<file path="src/rtl/mcp_pkg.sv">
// Shared definitions for the multicycle-path launcher/receiver pair.
// Both sides use the same state encoding and the same MCP_CYCLES bounds.
package mcp_pkg;

    typedef enum logic {
        IDLE = 1'b0,
        WAIT = 1'b1
    } mcp_state_t;

    localparam int unsigned MCP_MIN_CYCLES = 2;
    localparam int unsigned MCP_MAX_CYCLES = 16;

    // Width of a down-counter loaded with mcp_cycles-1; it never wraps.
    function automatic int unsigned mcp_cnt_width(input int unsigned mcp_cycles);
        return $clog2(mcp_cycles) + 1;
    endfunction

endpackage

</file>
<file path="src/rtl/mcp_capture_rx_if.sv">
// Launcher <-> receiver bundle for the multicycle capture path.
// Parity signals exist only when MCP_CAPTURE_RX_PARITY_EN is defined.
interface mcp_capture_rx_if #(
    parameter int unsigned DATA_W = 8
);

    logic              req_in;
    logic [DATA_W-1:0] data_in;
    logic [DATA_W-1:0] data_out;
    logic              valid_out;
    logic              ack_out;
    logic              busy;
    logic              err_overrun;
`ifdef MCP_CAPTURE_RX_PARITY_EN
    logic              data_par_in;
    logic              err_parity;
`endif

    modport master (
        output req_in,
        output data_in,
`ifdef MCP_CAPTURE_RX_PARITY_EN
        output data_par_in,
        input  err_parity,
`endif
        input  data_out,
        input  valid_out,
        input  ack_out,
        input  busy,
        input  err_overrun
    );

    modport slave (
        input  req_in,
        input  data_in,
`ifdef MCP_CAPTURE_RX_PARITY_EN
        input  data_par_in,
        output err_parity,
`endif
        output data_out,
        output valid_out,
        output ack_out,
        output busy,
        output err_overrun
    );

endinterface

</file>
<file path="src/rtl/mcp_toggle_det.sv">
// Request toggle detector: registers req and flags each level change for one cycle.
// A req already high at reset release reads as a toggle on the first edge.
module mcp_toggle_det (
    input  logic clk1,
    input  logic rst_n,
    input  logic i_req,
    output logic o_toggle_c
);

    logic r_req_q;

    always_ff @(posedge clk1 or negedge rst_n) begin
        if (!rst_n) begin
            r_req_q <= 1'b0;
        end else begin
            r_req_q <= i_req;
        end
    end

    assign o_toggle_c = i_req ^ r_req_q;

endmodule

</file>
<file path="src/rtl/mcp_capture_rx.sv">
// Capture endpoint of a same-clock multicycle path: waits out the launch hold window,
// samples data_in, pulses valid and toggles ack. Optional parity: MCP_CAPTURE_RX_PARITY_EN.
module mcp_capture_rx
    import mcp_pkg::*;
#(
    parameter int unsigned DATA_W     = 8,
    parameter int unsigned MCP_CYCLES = 2
) (
    input  logic             clk1,
    input  logic             rst_n,
    mcp_capture_rx_if.slave  bus
);

    localparam int unsigned CNT_W = mcp_cnt_width(MCP_CYCLES);

    if (MCP_CYCLES < MCP_MIN_CYCLES || MCP_CYCLES > MCP_MAX_CYCLES) begin : g_bad_mcp
        $error("mcp_capture_rx: MCP_CYCLES out of range");
    end
    if (DATA_W < 1 || DATA_W > 64) begin : g_bad_width
        $error("mcp_capture_rx: DATA_W out of range");
    end

    logic              w_toggle;
    mcp_state_t        r_state;
    mcp_state_t        w_state_nxt;
    logic [CNT_W-1:0]  r_cnt;
    logic [CNT_W-1:0]  w_cnt_nxt;
    logic              w_capture;
    logic              w_overrun_set;

    logic [DATA_W-1:0] r_data_out;
    logic              r_valid;
    logic              r_ack;
    logic              r_busy;
    logic              r_err_overrun;

    mcp_toggle_det u_toggle_det (
        .clk1       (clk1),
        .rst_n      (rst_n),
        .i_req      (bus.req_in),
        .o_toggle_c (w_toggle)
    );

    // State and window counter
    always_ff @(posedge clk1 or negedge rst_n) begin
        if (!rst_n) begin
            r_state <= IDLE;
            r_cnt   <= '0;
        end else begin
            r_state <= w_state_nxt;
            r_cnt   <= w_cnt_nxt;
        end
    end

    // Any toggle seen in WAIT, including the capture edge, is an overrun and is dropped.
    always_comb begin
        w_state_nxt   = r_state;
        w_cnt_nxt     = r_cnt;
        w_capture     = 1'b0;
        w_overrun_set = 1'b0;
        case (r_state)
            IDLE: begin
                if (w_toggle) begin
                    w_cnt_nxt   = CNT_W'(MCP_CYCLES - 1);
                    w_state_nxt = WAIT;
                end
            end
            WAIT: begin
                w_overrun_set = w_toggle;
                w_cnt_nxt     = r_cnt - CNT_W'(1);
                if (r_cnt == CNT_W'(1)) begin
                    w_capture   = 1'b1;
                    w_cnt_nxt   = '0;
                    w_state_nxt = IDLE;
                end
            end
            default: begin
                w_state_nxt = IDLE;
            end
        endcase
    end

    // Registered outputs; data_in -> r_data_out is the multicycle path
    always_ff @(posedge clk1 or negedge rst_n) begin
        if (!rst_n) begin
            r_data_out    <= '0;
            r_valid       <= 1'b0;
            r_ack         <= 1'b0;
            r_busy        <= 1'b0;
            r_err_overrun <= 1'b0;
        end else begin
            r_valid <= w_capture;
            r_busy  <= (w_state_nxt == WAIT);
            if (w_capture) begin
                r_data_out <= bus.data_in;
                r_ack      <= ~r_ack;
            end
            if (w_overrun_set) begin
                r_err_overrun <= 1'b1;
            end
        end
    end

    assign bus.data_out    = r_data_out;
    assign bus.valid_out   = r_valid;
    assign bus.ack_out     = r_ack;
    assign bus.busy        = r_busy;
    assign bus.err_overrun = r_err_overrun;

`ifdef MCP_CAPTURE_RX_PARITY_EN
    logic w_par_bad;
    logic r_err_parity;

    // Even parity: XOR of data and parity bit must be zero at the capture edge.
    assign w_par_bad = (^bus.data_in) ^ bus.data_par_in;

    always_ff @(posedge clk1 or negedge rst_n) begin
        if (!rst_n) begin
            r_err_parity <= 1'b0;
        end else if (w_capture && w_par_bad) begin
            r_err_parity <= 1'b1;
        end
    end

    assign bus.err_parity = r_err_parity;
`endif

endmodule

</file>
<file path="src/flat_wrapper.sv">
// flat-port wrapper written by rule: the top's interface ports become plain ports
module mcp_capture_rx_flat import mcp_pkg::*;
#(
    parameter int unsigned DATA_W     = 8,
    parameter int unsigned MCP_CYCLES = 2
)
  (clk1, rst_n, bus_req_in, bus_data_in, bus_data_out, bus_valid_out, bus_ack_out, bus_busy, bus_err_overrun);
  mcp_capture_rx_if #(.DATA_W(DATA_W)) bus_i ();
  input  logic clk1;
  input  logic rst_n;
  input wire logic [$bits(bus_i.req_in)-1:0] bus_req_in;
  input wire logic [$bits(bus_i.data_in)-1:0] bus_data_in;
  output wire logic [$bits(bus_i.data_out)-1:0] bus_data_out;
  output wire logic [$bits(bus_i.valid_out)-1:0] bus_valid_out;
  output wire logic [$bits(bus_i.ack_out)-1:0] bus_ack_out;
  output wire logic [$bits(bus_i.busy)-1:0] bus_busy;
  output wire logic [$bits(bus_i.err_overrun)-1:0] bus_err_overrun;
  assign bus_i.req_in = bus_req_in;
  assign bus_i.data_in = bus_data_in;
  assign bus_data_out = bus_i.data_out;
  assign bus_valid_out = bus_i.valid_out;
  assign bus_ack_out = bus_i.ack_out;
  assign bus_busy = bus_i.busy;
  assign bus_err_overrun = bus_i.err_overrun;
  mcp_capture_rx #(.DATA_W(DATA_W), .MCP_CYCLES(MCP_CYCLES)) u_core (.clk1(clk1), .rst_n(rst_n), .bus(bus_i));
endmodule
</file>
<file path="config.mk">
export PLATFORM = sky130hd
export DESIGN_NAME = mcp_capture_rx_flat
export DESIGN_NICKNAME = d
export VERILOG_FILES = /design/src/rtl/mcp_pkg.sv /design/src/rtl/mcp_capture_rx_if.sv /design/src/rtl/mcp_toggle_det.sv /design/src/rtl/mcp_capture_rx.sv /design/src/flat_wrapper.sv
export SDC_FILE = /design/constraint.sdc
export NUM_CORES = 1
export LEC_CHECK = 0
export BUFFER_PORTS_ARGS = -buffer_cell sky130_fd_sc_hd__buf_2
export CORE_UTILIZATION = 45
export CTS_BUF_LIST = sky130_fd_sc_hd__clkbuf_2
export CTS_CLUSTER_DIAMETER = 80
export DETAILED_ROUTE_END_ITERATION = 7
export GPL_ROUTABILITY_DRIVEN = 0
export PLACE_DENSITY = 0.75
export SLEW_MARGIN = 20
export SYNTH_ARGS = -nofsm -noshare
export SYNTH_HDL_FRONTEND = slang
export SYNTH_SLANG_ARGS = --single-unit
</file>
<file path="constraint.sdc">
create_clock -name clk1 -period 2.1 [get_ports clk1]
set_input_delay 0.105 -clock clk1 [delete_from_list [all_inputs] [get_ports clk1]]
set_output_delay 0.105 -clock clk1 [all_outputs]
set_load 0.005 [all_outputs]
</file>
* Yosys cells after proc, flatten, opt, wreduce, memory -nomap -nowiden *
Index checks and enable logic that the tools add are counted.
Widths: inputs -> output; s select.

storage, ports and cells
  register bits after elaboration = 15
  bits of input ports = 11
  output and inout bits = 12
  word-level logic and storage cells = 22

cells by class
  add/sub/neg operators = 1
  eq/ne operators = 2
  muxes and demuxes = 9
  bitwise logic cells = 3

operators by type and width
  kind                 number
  $mux 1               5
  $mux 2               2
  $pmux 2 s2           1
  $eq 2x1->1 const B   1
  $ne 2x1->1 const B   1
  $not 1->1            2
  $pmux 1 s2           1
  $sub 2x1->2 const B  1
  $xor 1x1->1          1

* Longest topological paths before layout *
  depth in word-level cells = 3
  depth in mapped cells = 5
  mapped depth without buffers = 4

* Hierarchy *
Synthesis repeated with hierarchy kept, for this count alone.

second synthesis, totals
  cells, all modules = 37
  area, all modules = 598.1 sq um

modules (own cells, without submodules)
  module          instances  cells an instance  area each (sq um)  sequential area each (sq um)
  mcp_capture_rx  1          35                 564.3              350.3
  mcp_toggle_det  1          2                  33.8               25.0

* Worst setup path before layout *
Ideal clock, no wire load.

  kind = register to register
  start point = register u_core.r_cnt[0]
  end point = register u_core.r_data_out[0] (netlist: u_core.bus.data_out[0])
  setup time = 0.125 ns
  arrival = 1.100 ns
  data required time = 1.975 ns
  slack = 0.875 ns
  stages on the path, launching flop included = 5
  buffers on the path = 1
  clock period less this slack = 1.225 ns
  cell sequence = dfrtp_1 ha_1 nand2_2 buf_6 mux2_4

between the ends
  cells in the longest elaborated chain, start to end = 3

ends and longest elaborated chain
  what                    line                  source
  start, declared         mcp_capture_rx.sv:26  logic [CNT_W-1:0] r_cnt;
  start signal, assigned  mcp_capture_rx.sv:51  r_cnt <= w_cnt_nxt;
  $eq 2x1->1              mcp_capture_rx.sv:71  if (r_cnt == CNT_W'(1)) begin
  $mux 1                  mcp_capture_rx.sv:71
  $mux 1                  mcp_capture_rx.sv:61  case (r_state)
  end signal, assigned    mcp_capture_rx.sv:95  r_data_out <= bus.data_in;
  end, declared           mcp_capture_rx.sv:31  logic [DATA_W-1:0] r_data_out;

No other way between the ends.
A chain may end at the register's enable or synchronous reset.

* Final worst setup path *
  start point = register u_core.r_cnt[0]
  end point = register u_core.r_data_out[4] (netlist: u_core.bus.data_out[4])

Same word-level chain as after synthesis.

==> impl_summary.log <==
INFO  metric timing_worst_slew_pin_value = 0.324 ns
INFO  metric post_synth_instance_area = 589 um^2
INFO  metric vias = 389
INFO  metric synth_compound_area_share = 6.58%
INFO  metric power.ir.vdd_worst = 0.968 mV
INFO  metric die-width = 38.2 um
INFO  metric area_delta_synth_final = 38.4%
INFO  metric cts_post_setup_buffers_inserted = 0
INFO  metric arrival_time_at_the_worst_endpoint = 1.55 ns
INFO  metric switchingPower = 0.344 mW
INFO  metric port_buffers = 22
INFO  metric drtPass1Iterations = 2
INFO  metric ioPinCount = 23
INFO  metric synthMostInstantiatedCell = sky130_fd_sc_hd__dfrtp_1
INFO  metric slew-limit-headroom = 78.3%
INFO  metric route.top_layer_used = met3
INFO  metric ys_async_sr_fraction = 100%
INFO  metric cts-htree-levels = 1
INFO  metric power_density = 1350 nW/um^2
INFO  metric cts_buffer_count = 3
INFO  metric global_route.usage.total = 15.9%
INFO  metric via_count_of_the_first_global_routing_pass = 355
INFO  metric grt_max_degree = 16
INFO  metric core-area = 1160 um^2
INFO  metric remaining_drc_errors = 0
INFO  metric synthFlopType = sky130_fd_sc_hd__dfrtp_1
INFO  metric std_cell_rows = 12
INFO  metric postRouteAntennaNets = 0
INFO  metric setup.worst_path.class = reg -> reg
INFO  metric total_instance_count_after_detailed_placement = 71
INFO  metric power.switching_fraction = 31.2%
INFO  metric die_h = 38.2 um
INFO  metric route.detailed.wl_per_inst = 12.9 um
INFO  metric post_synth_fa_ha_maj_area_fraction = 2.12%
INFO  metric timing_max_transition_violations_final = 0
INFO  metric postCtsResizedCells = 0
INFO  metric synth_mux_area_share = 19.7%
INFO  metric yosys_warnings = 0
INFO  metric power = 1.10 mW
INFO  metric layout.cells.non_filler = 84
INFO  metric detailedRoute.firstIterationViolations = 1
INFO  metric worstPathRequired = 2.30 ns
INFO  metric met2_routed_length = 530 um
INFO  metric maxClockFrequency = 740 MHz
INFO  metric finalHoldViolations = 0
INFO  metric proportion_of_synthesized_chip_area_in_sequential_cells = 63.7%
INFO  metric yosys_register_bits = 15
INFO  metric n_antenna_cell = 0
INFO  metric cts_tree = built
INFO  metric combPwrFrac = 43.3%
INFO  metric synthesis.instances = 36
INFO  metric final.setup_skew = 0.0195 ns
INFO  metric setup-violations-final = 0
INFO  metric max_cap_violations = 0
INFO  metric period_minus_slack = 1.35 ns
INFO  metric grt_first_pass_wirelength = 1440 um
INFO  metric static-leakage-power = 0.422 nW
INFO  metric yosys.area.top_type_share = 63.7%
INFO  metric globalRoute.totalOverflow = 0
INFO  metric power.internal = 0.759 mW
INFO  metric floorplan.die_area = 1460 um^2
INFO  metric floorplan.initialDensity = 51.0%
INFO  metric synth-simple-area-share = 1.70%
INFO  metric cts-root-to-sink-buffers = 2
INFO  metric antenna_violations_before_repair = 0
INFO  metric crit_path_max_fanout = 11
INFO  metric final_core_utilization = 70.6%
INFO  metric synth_top_area_cell = sky130_fd_sc_hd__dfrtp_1
INFO  metric startpoint_type = flop
INFO  metric ff2ff_path_depth = 3
INFO  metric post_synth_xor_area_fraction = 2.97%
INFO  metric most_frequent_cells_after_synthesis = sky130_fd_sc_hd__dfrtp_1, sky130_fd_sc_hd__mux2_4, sky130_fd_sc_hd__inv_1
INFO  metric pwr-share-seq = 44.8%
INFO  metric finalWirelength = 1090 um
INFO  metric rsz0062_at_grt = no
INFO  metric layout-drive-gt1-share = 52.9%
INFO  metric synthTopCellsByArea = sky130_fd_sc_hd__dfrtp_1, sky130_fd_sc_hd__mux2_4, sky130_fd_sc_hd__ha_1
INFO  metric syn-mean-instance-area = 16.4 um^2
INFO  metric clockRootBuffer = sky130_fd_sc_hd__clkbuf_2
INFO  metric met1Wirelength = 483 um
INFO  metric via_per_inst = 4.63
INFO  metric postSynthNetCount = 48
INFO  metric post_cts_hold_buffer_count = 2
INFO  metric run_status = finished clean
INFO  metric timing.setup.tns = 0 ns
INFO  metric nFillCells = 75
INFO  metric finish.net_count = 83
INFO  metric post-route-period-util = 64.4%
INFO  metric clock_sink_count = 15
INFO  metric min-delay-path-class = in -> reg
INFO  metric clk_latency = 0.29 ns
INFO  metric synth_edf_count = 0
INFO  metric timing.hold.worst_path_depth = 2
INFO  metric clockPowerShare = 11.9%
INFO  metric dominant_combinational_cell_family_by_area_after_synthesis = multiplexers
INFO  metric hold_ws = 0.0605 ns
INFO  metric synth.lib_cells_used.distinct = 15
INFO  metric wl_met3 = 74 um
INFO  metric path_clk_slew = 0.15 ns
INFO  metric end_kind = flop
-- cell type report --
cell class              count  area (um^2)  area share, %
repair buffers             31          200           24.5
clock buffers               3         15.0           1.84
multi-input cells          18          195           23.9
clock inverters             1         5.00          0.613
inverters                   2         7.51          0.920
flip-flops and latches     15          375           46.0
well taps                  14         17.5           2.15
-- power by group through the flow --
stage | combinational, mW | clock, mW | sequential, mW
after floorplan | 0.322 | 0 | 0.506
after global placement | 0.455 | 0 | 0.496
after detailed placement | 0.468 | 0 | 0.503
after CTS | 0.472 | 0.139 | 0.497
after global routing | 0.520 | 0.156 | 0.508
final | 0.478 | 0.132 | 0.494
-- through the flow --
stage | setup slack (ns) | cell area [um^2]
6_report | 0.748 | 816
5_1_grt | 0.694 | 816
4_1_cts | 0.754 | 746
3_5_place_dp | 0.740 | 706
3_3_place_gp | 0.769 | 706
2_1_floorplan | 0.875 | 589
-- flip-flops by register name, indices dropped and copies added, names as in the netlist --
name and flops:
u_core.bus.ack_out 1, u_core.bus.data_out 8, u_core.bus.err_overrun 1, u_core.bus.valid_out 1, u_core.r_cnt 2, u_core.r_state 1
u_core.u_toggle_det.r_req_q 1
-- cell usage in the layout (no fill, tap or decap), types with 2 or more instances in the layout --
cell type                       instances
sky130_fd_sc_hd__inv_1                  2
sky130_fd_sc_hd__clkbuf_2               3
sky130_fd_sc_hd__dfrtp_1               15
sky130_fd_sc_hd__buf_2                 22
sky130_fd_sc_hd__mux2_4                 7
sky130_fd_sc_hd__dlygate4sd3_1          9
-- final timing paths --
path | startpoint | to | slack (ns)
max | u_core.r_cnt[0] | u_core.bus.data_out[4] | 0.75
min reg2reg | u_core.bus.err_overrun | u_core.bus.err_overrun | 0.47
max reg2reg | u_core.r_cnt[0] | u_core.bus.data_out[4] | 0.75
min in group asynchronous | rst_n | u_core.bus.data_out[2] | 0.22
max in group asynchronous | rst_n | u_core.r_cnt[0] | 1.62
min | bus_data_in[1] | u_core.bus.data_out[1] | 0.06
-- logic make-up (layout without fill, tap and decap cells) --
family	after synthesis	count (layout)
mux	8	8
compound gates	5	5
fa+ha+maj	1	1
buf+inv	3	37
xor+xnor	2	2
simple gates	2	2
flops	15	15
-- layer usage --
layer  GRT usage [%]  vias up
met1            18.6      181
met2            23.3       16
li1                -      192
met3            10.5        0
met5               0        -
met4            5.36        0
-- critical path, cell delays in order (launching register included) --
cell and delay, ns:
sky130_fd_sc_hd__dfrtp_1 0.42, sky130_fd_sc_hd__ha_1 0.22, sky130_fd_sc_hd__nand2_2 0.27, sky130_fd_sc_hd__mux2_2 0.37
Power figures use the tool's default switching activity.
